`src/rtl/vga_layer_compositor.sv`:
```
// VGA raster timing generator with a fixed-priority layer compositor.
// Sync, data-enable and colour outputs are delay-matched to the pixel
// sources, which answer a raster coordinate SRC_LATENCY clocks after it is
// presented on pix_x_o/pix_y_o.
module vga_layer_compositor #(
  parameter int H_ACTIVE    = 640,
  parameter int H_FP        = 16,
  parameter int H_SYNC      = 96,
  parameter int H_BP        = 48,
  parameter int V_ACTIVE    = 480,
  parameter int V_FP        = 10,
  parameter int V_SYNC      = 2,
  parameter int V_BP        = 33,
  parameter int HS_POL      = 0,
  parameter int VS_POL      = 0,
  parameter int PIX_WIDTH   = 12,
  parameter int COLOR_W     = 8,
  parameter int LAYERS      = 2,
  parameter int SRC_LATENCY = 1
) (
  input  logic                          clk_i,
  input  logic                          rst_n_i,
  output logic [PIX_WIDTH-1:0]          pix_x_o,
  output logic [PIX_WIDTH-1:0]          pix_y_o,
  output logic                          pix_active_o,
  output logic                          frame_start_o,
  output logic                          line_start_o,
  input  logic [LAYERS*3*COLOR_W-1:0]   layer_rgb_i,
  input  logic [LAYERS-1:0]             layer_en_i,
  input  logic [LAYERS-1:0]             layer_mask_i,
  input  logic [3*COLOR_W-1:0]          bg_rgb_i,
  output logic                          vga_hs_o,
  output logic                          vga_vs_o,
  output logic                          vga_de_o,
  output logic [COLOR_W-1:0]            vga_r_o,
  output logic [COLOR_W-1:0]            vga_g_o,
  output logic [COLOR_W-1:0]            vga_b_o
);

  localparam int H_TOTAL = H_ACTIVE + H_FP + H_SYNC + H_BP;
  localparam int V_TOTAL = V_ACTIVE + V_FP + V_SYNC + V_BP;
  localparam int CW      = 3 * COLOR_W;

  logic [PIX_WIDTH-1:0] h_cnt;
  logic [PIX_WIDTH-1:0] v_cnt;
  logic                 raw_hs;
  logic                 raw_vs;
  logic                 raw_active;
  logic [2:0]           raw_vec;
  logic [2:0]           dly_vec;
  logic [CW-1:0]        sel_rgb;
  logic                 hs_q;
  logic                 vs_q;
  logic                 de_q;
  logic [CW-1:0]        rgb_q;

  // Raster counters: x advances every clock, y advances on each line wrap
  always_ff @(posedge clk_i or negedge rst_n_i) begin
    if (!rst_n_i) begin
      h_cnt <= '0;
      v_cnt <= '0;
    end else if (h_cnt == PIX_WIDTH'(H_TOTAL - 1)) begin
      h_cnt <= '0;
      if (v_cnt == PIX_WIDTH'(V_TOTAL - 1)) begin
        v_cnt <= '0;
      end else begin
        v_cnt <= v_cnt + PIX_WIDTH'(1);
      end
    end else begin
      h_cnt <= h_cnt + PIX_WIDTH'(1);
    end
  end

  // Segment decode of the current count; sync flags are polarity-free here
  assign raw_active = (h_cnt < PIX_WIDTH'(H_ACTIVE)) && (v_cnt < PIX_WIDTH'(V_ACTIVE));
  assign raw_hs     = (h_cnt >= PIX_WIDTH'(H_ACTIVE + H_FP)) &&
                      (h_cnt <  PIX_WIDTH'(H_ACTIVE + H_FP + H_SYNC));
  assign raw_vs     = (v_cnt >= PIX_WIDTH'(V_ACTIVE + V_FP)) &&
                      (v_cnt <  PIX_WIDTH'(V_ACTIVE + V_FP + V_SYNC));
  assign raw_vec    = {raw_hs, raw_vs, raw_active};

  assign pix_x_o       = h_cnt;
  assign pix_y_o       = v_cnt;
  assign pix_active_o  = raw_active;
  assign line_start_o  = (h_cnt == '0);
  assign frame_start_o = (h_cnt == '0) && (v_cnt == '0);

  generate
    if (SRC_LATENCY == 0) begin : g_no_dly
      assign dly_vec = raw_vec;
    end else begin : g_dly
      logic [2:0] stage [SRC_LATENCY];

      // Timing delay line; clears to "no sync, blanked" so no false pulses after reset
      always_ff @(posedge clk_i or negedge rst_n_i) begin
        if (!rst_n_i) begin
          for (int i = 0; i < SRC_LATENCY; i++) stage[i] <= '0;
        end else begin
          stage[0] <= raw_vec;
          for (int i = 1; i < SRC_LATENCY; i++) stage[i] <= stage[i-1];
        end
      end

      assign dly_vec = stage[SRC_LATENCY-1];
    end
  endgenerate

  // Fixed-priority merge: the highest visible layer wins, else the background
  always_comb begin
    sel_rgb = bg_rgb_i;
    for (int k = 0; k < LAYERS; k++) begin
      if (layer_en_i[k] && layer_mask_i[k]) sel_rgb = layer_rgb_i[k*CW +: CW];
    end
  end

  // Output stage: register colour with the delayed timing, blanking outside the active area
  always_ff @(posedge clk_i or negedge rst_n_i) begin
    if (!rst_n_i) begin
      hs_q  <= 1'b0;
      vs_q  <= 1'b0;
      de_q  <= 1'b0;
      rgb_q <= '0;
    end else begin
      hs_q  <= dly_vec[2];
      vs_q  <= dly_vec[1];
      de_q  <= dly_vec[0];
      rgb_q <= dly_vec[0] ? sel_rgb : '0;
    end
  end

  assign vga_hs_o = (HS_POL != 0) ? hs_q : ~hs_q;
  assign vga_vs_o = (VS_POL != 0) ? vs_q : ~vs_q;
  assign vga_de_o = de_q;
  assign vga_r_o  = rgb_q[CW-1 -: COLOR_W];
  assign vga_g_o  = rgb_q[2*COLOR_W-1 -: COLOR_W];
  assign vga_b_o  = rgb_q[COLOR_W-1:0];

endmodule

```
`config.mk`:
```
export PLATFORM = sky130hd
export DESIGN_NAME = vga_layer_compositor
export DESIGN_NICKNAME = d
export VERILOG_FILES = /design/src/rtl/vga_layer_compositor.sv
export SDC_FILE = /design/constraint.sdc
export NUM_CORES = 1
export LEC_CHECK = 0
export CAP_MARGIN = 0
export CORE_MARGIN = 1
export CORE_UTILIZATION = 44
export DETAILED_ROUTE_END_ITERATION = 8
export PLACE_DENSITY = 0.86
export SYNTH_ARGS = -nofsm -noshare
export SYNTH_HDL_FRONTEND = slang
export SYNTH_SLANG_ARGS = --single-unit
```
`constraint.sdc`:
```
create_clock -name clk_i -period 6.17 [get_ports clk_i]
set_input_delay 1.234 -clock clk_i [delete_from_list [all_inputs] [get_ports clk_i]]
set_output_delay 1.234 -clock clk_i [all_outputs]
set_load 0.02 [all_outputs]
```
---- After elaboration in Yosys (flattened, before gate mapping) ----
Cells that the tools add are included.
word-level totals
  bits in registers ....................... 54
  input port bits ......................... 78
  output and inout bits ................... 54
  logic and storage cells ................. 32
cells by class
  add/sub/neg operators ................... 2
  order comparisons ....................... 6
  equal/unequal tests ..................... 2
  muxes and demuxes ....................... 5
  bitwise gates (word level) .............. 2
  reduce and logical (&&, ||, !) cells .... 8
operators with widths
  operator                                                                                number
  24-bit 2-to-1 mux                                                                       3
  12-bit by 1-bit adder with 12-bit output (second input constant)                        2
  12-bit by 10-bit equality test with 1-bit output (second input constant)                2
  12-bit logical NOT                                                                      2
  12-bit by 10-bit < comparator with 1-bit output (second input constant)                 2
  12-bit by 9-bit < comparator with 1-bit output (second input constant)                  2
  12-bit 2-to-1 mux                                                                       2
  12-bit by 10-bit greater-or-equal comparator with 1-bit output (second input constant)  1
  12-bit by 9-bit greater-or-equal comparator with 1-bit output (second input constant)   1
  1-bit logical AND                                                                       6
  1-bit inverter                                                                          2

---- Logic depth before layout (Yosys ltp) ----
  depth in word-level cells ............... 4
  gate-level depth with buffers ........... 6
  depth with buffers taken out ............ 6

---- Least setup slack after synthesis ----
No wires, ideal clock.
  path kind ............................... register to output
  start ................................... register h_cnt[4], in the netlist pix_x_o[4]
  end ..................................... output frame_start_o
  arrival ................................. 1.478 ns
  data required time ...................... 4.936 ns
  slack ................................... 3.458 ns
  cell stages (with the launch flop) ...... 5
  buffers on the path ..................... 1
  path through ............................ dfrtp_1 clkbuf_1 nor4_1 and3_1 and3b_1
between the ends
  longest elaborated chain between the ends .. 2
RTL lines
  item                    line  text
  start, declared         44    logic [PIX_WIDTH-1:0] h_cnt;
  start signal, assigned  70    h_cnt <= h_cnt + PIX_WIDTH'(1);
  12-bit logical NOT      n/a
  via line_start_o        27    output logic line_start_o,
  1-bit logical AND       86    assign frame_start_o = (h_cnt == '0) && (v_cnt == '0);
  end, declared           26    output logic frame_start_o,
The timed path passes the listed nets, and every way through them passes these cells.

---- Worst setup path in the final report ----
  start ................................... register v_cnt[6], in the netlist pix_y_o[6]
  end ..................................... output frame_start_o
between the ends
  longest elaborated chain between the ends .. 2
RTL lines
  item                    line  text
  start, declared         45    logic [PIX_WIDTH-1:0] v_cnt;
  start signal, assigned  67    v_cnt <= v_cnt + PIX_WIDTH'(1);
  12-bit logical NOT      86
  1-bit logical AND       86
No other way between the ends.

==> flow_summary_export.csv <==
group,metric,value,unit
clocking,clock_sinks,54,
sta,worst_clock_skew,0.009546,ns
route,drt_iter0_drc,160,
job,timing.max_cap.violations,0,
clocking,clockRootBuffer,"clkbuf_8",
sta,finalSetupViolations,0,
synth,synthFlopType,"dfrtp_1",
sta,fin_ws,2.722,ns
clocking,cts_resized,0,
synth,synth_area_leaders,"dfrtp_1, nand3_1, o211a_1, nand2_1, xor2_1",
finish,nets,482,
finish,stdcell_area,0.004180,mm^2
global_route,met2_usage,0.4076,
sta,slew_headroom,0.2313,
clocking,path_clk_slew,0.10,ns
finish,drive_gt1_frac,0.03491,
placement,placed_area,0.004043,mm^2
worst_setup_path,cp.required,4.94,ns
route,wirelength,8.023,mm
die,die_x,80.47,um
worst_setup_path,end_kind,"output port",
die,coreArea,0.005921,mm^2
synth,syn-instance-count,280,
clocking,numCtsBuffers,5,
synth,yosysWarnings,0,
status,status,"complete, no violations",
clocking,clk_latency,0.30,ns
finish,fillers,452,
sta,fmax,0.2901,GHz
clocking,post_cts.repair.setup_buffers,0,
worst_setup_path,r2r_slack,3.52,ns
pwr,p_leak,1.919,nW
clocking,cts_max_level,2,
global_route,gr-max-usage-layer,"met2",
pwr,totalPowerFinal,809.6,uW
sta,finalSetupTns,0,ns
worst_setup_path,worstSetupPathType,"reg2out",
synth,synth-edff-count,0,
sta,tightest_slew,1.144,ns
synth,synthArstFlopShare,1.000,
die,io_pins,132,
placement,pre_cts_slack,2.534,ns
placement,dp_hpwl,5.684,mm
finish,antennaDiodeCount,0,
synth,syn_area_per_cell,9.674,um^2
worst_setup_path,crit_path_start_kind,"flop",
global_route,track_usage,0.2470,
route,drc,0,
clocking,cts_hold_buffers,0,
placement,portBuffers,131,
global_route,met1_usage,0.3039,
route,drt_pass1_iterations,4,
clocking,cts_tree,"built",
route,routedWlPerCell,16.86,um
sta,rsz0062_at_grt,"false",
die,dieArea,0.006475,mm^2
worst_setup_path,cp_max_fo,5,
global_route,grt_max_degree,55,
global_route,first_global_vias,2477,
die,placementRows,28,
clocking,cts_buffer_depth,2,
hold_path,hold_class,"reg2reg",
synth,synth_area_leader_cell,"dfrtp_1",
global_route,overflow,0,
pwr,power.density,193.7,mW/mm^2
pwr,peakVddDrop,0.0001267,V
sta,slew_violations,0,
sta,period_needed,3.448,ns
synth,seq_area_frac_synth,0.4988,
route,ant_nets,0,
placement,globalplace.congestion,0.8118,
global_route,antenna_found_initial,0,
sta,finalCritPeriodShare,0.5588,
synth,synth_nets,362,
finish,area_delta_synth_final,54.32,%
worst_setup_path,worstPathArrival,2.21,ns
synth,synth.distinct_cells,39,
synth,syn_area,0.002709,mm^2
synth,synth_top_area_share,0.4988,
global_route,grt_pass1_wl,12.16,mm
global_route,grtUsageMet3,0.07159,
die,initial_core_util,0.4575,
route,viasPerCell,5.538,
route,dr_total_vias,2636,
synth,ys_ff_latch,54,
die,die_h,80.47,um
sta,hold_viol,0,
==> worst paths after layout <==
path / from / to / cells after the start
min in group asynchronous: rst_n_i / pix_y_o[6]$_DFFE_PN0N_ / 2
max in group asynchronous: rst_n_i / dly_vec[1]$_DFF_PN0_ / 2
setup / recovery: pix_y_o[6]$_DFFE_PN0N_ / frame_start_o / 5
setup reg to reg: pix_x_o[5]$_DFF_PN0_ / pix_y_o[4]$_DFFE_PN0N_ / 4
hold / removal: dly_vec[1]$_DFF_PN0_ / vs_q$_DFF_PN0_ / 0
hold reg to reg: dly_vec[1]$_DFF_PN0_ / vs_q$_DFF_PN0_ / 0
==> critical path: stages, from the launching register on <==
cell             delay (ns)
dfrtp_1                0.44
nor4_1                 0.46
nand2_1                0.12
nor2_1                 0.13
and3b_1                0.17
clkdlybuf4s50_1        0.60
==> layer usage <==
layer,vias up,wire length [um]
met4,0,221
met5,-,0
li1,1241,-
met1,1253,3176
met3,16,831
met2,126,3794
==> flip-flops by register name, summed over array words and instances (netlist names) <==
register and count:
pix_y_o 12, vs_q 1, pix_x_o 12, dly_vec 3, hs_q 1, vga_de_o 1, rgb_q 24
==> power breakdown <==
| part | switching [mW] | internal (mW) | leakage, nW |
|---|---|---|---|
| registers | 0.00535 | 0.369 | 0.672 |
| logic | 0.0656 | 0.0878 | 1.18 |
| clock network | 0.119 | 0.163 | 0.0683 |
| total | 0.190 | 0.619 | 1.92 |
==> kinds of logic after synthesis <==
| family | share of synthesized area |
|---|---|
| and+or+nand+nor | 0.2702 |
| buffers and inverters | 0.04342 |
| AOI/OAI and AO/OA | 0.1224 |
| muxes | 0.007852 |
| DFF | 0.4988 |
| adders and majority gates | 0.01848 |
| xor gates and xnor gates | 0.03880 |
==> per-stage QoR <==
step	instances	utilization	hold slack, ns
3_5_place_dp	468	0.6828	0.3362
6_report	476	0.7060	0.3483
3_3_place_gp	468	0.6828	0.3331
5_1_grt	476	0.7060	0.3583
4_1_cts	476	0.7060	0.3523
2_1_floorplan	280	-	0.3312
==> layout by cell type, fill, tap and decap left out, types with 2 or more instances in the layout <==
cell type / n
o21ai_0: 4
or3_1: 2
clkbuf_8: 5
nand2b_1: 2
nand2_1: 37
nand3_1: 59
nor2_1: 10
o211a_1: 24
or4_1: 2
clkdlybuf4s50_1: 130
nand4_1: 7
inv_1: 8
o21ai_1: 2
buf_4: 2
dfrtp_1: 54
xnor2_1: 4
xor2_1: 8
and4_1: 2
a21oi_1: 3
nor4_1: 2
o31ai_1: 2
bufinv_16: 2
and3_1: 2
ha_1: 4
nor4_4: 2
nor3_1: 6
==> layout make-up <==
cell class / count / area [um^2] / share of cell area
flip-flops and latches: 54 / 1351 / 0.3233
repair buffers: 133 / 1321 / 0.3161
multi-input cells: 198 / 1246 / 0.2981
well taps: 75 / 93.84 / 0.02245
clock buffers: 5 / 68.82 / 0.01646
clock inverters: 3 / 68.82 / 0.01646
inverters: 8 / 30.03 / 0.007183
==> synth_stat cells (all sizes together), types with 2 or more instances <==
library cell,number
buf,3
or3,2
nor3,6
nand4,7
o21ai,6
dfrtp,54
inv,8
nor4,5
and3,2
o211a,24
nor2,10
xor2,8
o31ai,2
xnor2,4
and4,2
a21oi,3
nand2,37
or4,2
nand2b,2
clkbuf,17
ha,4
nand3,59
No activity file was read; power rests on OpenSTA's default activity.
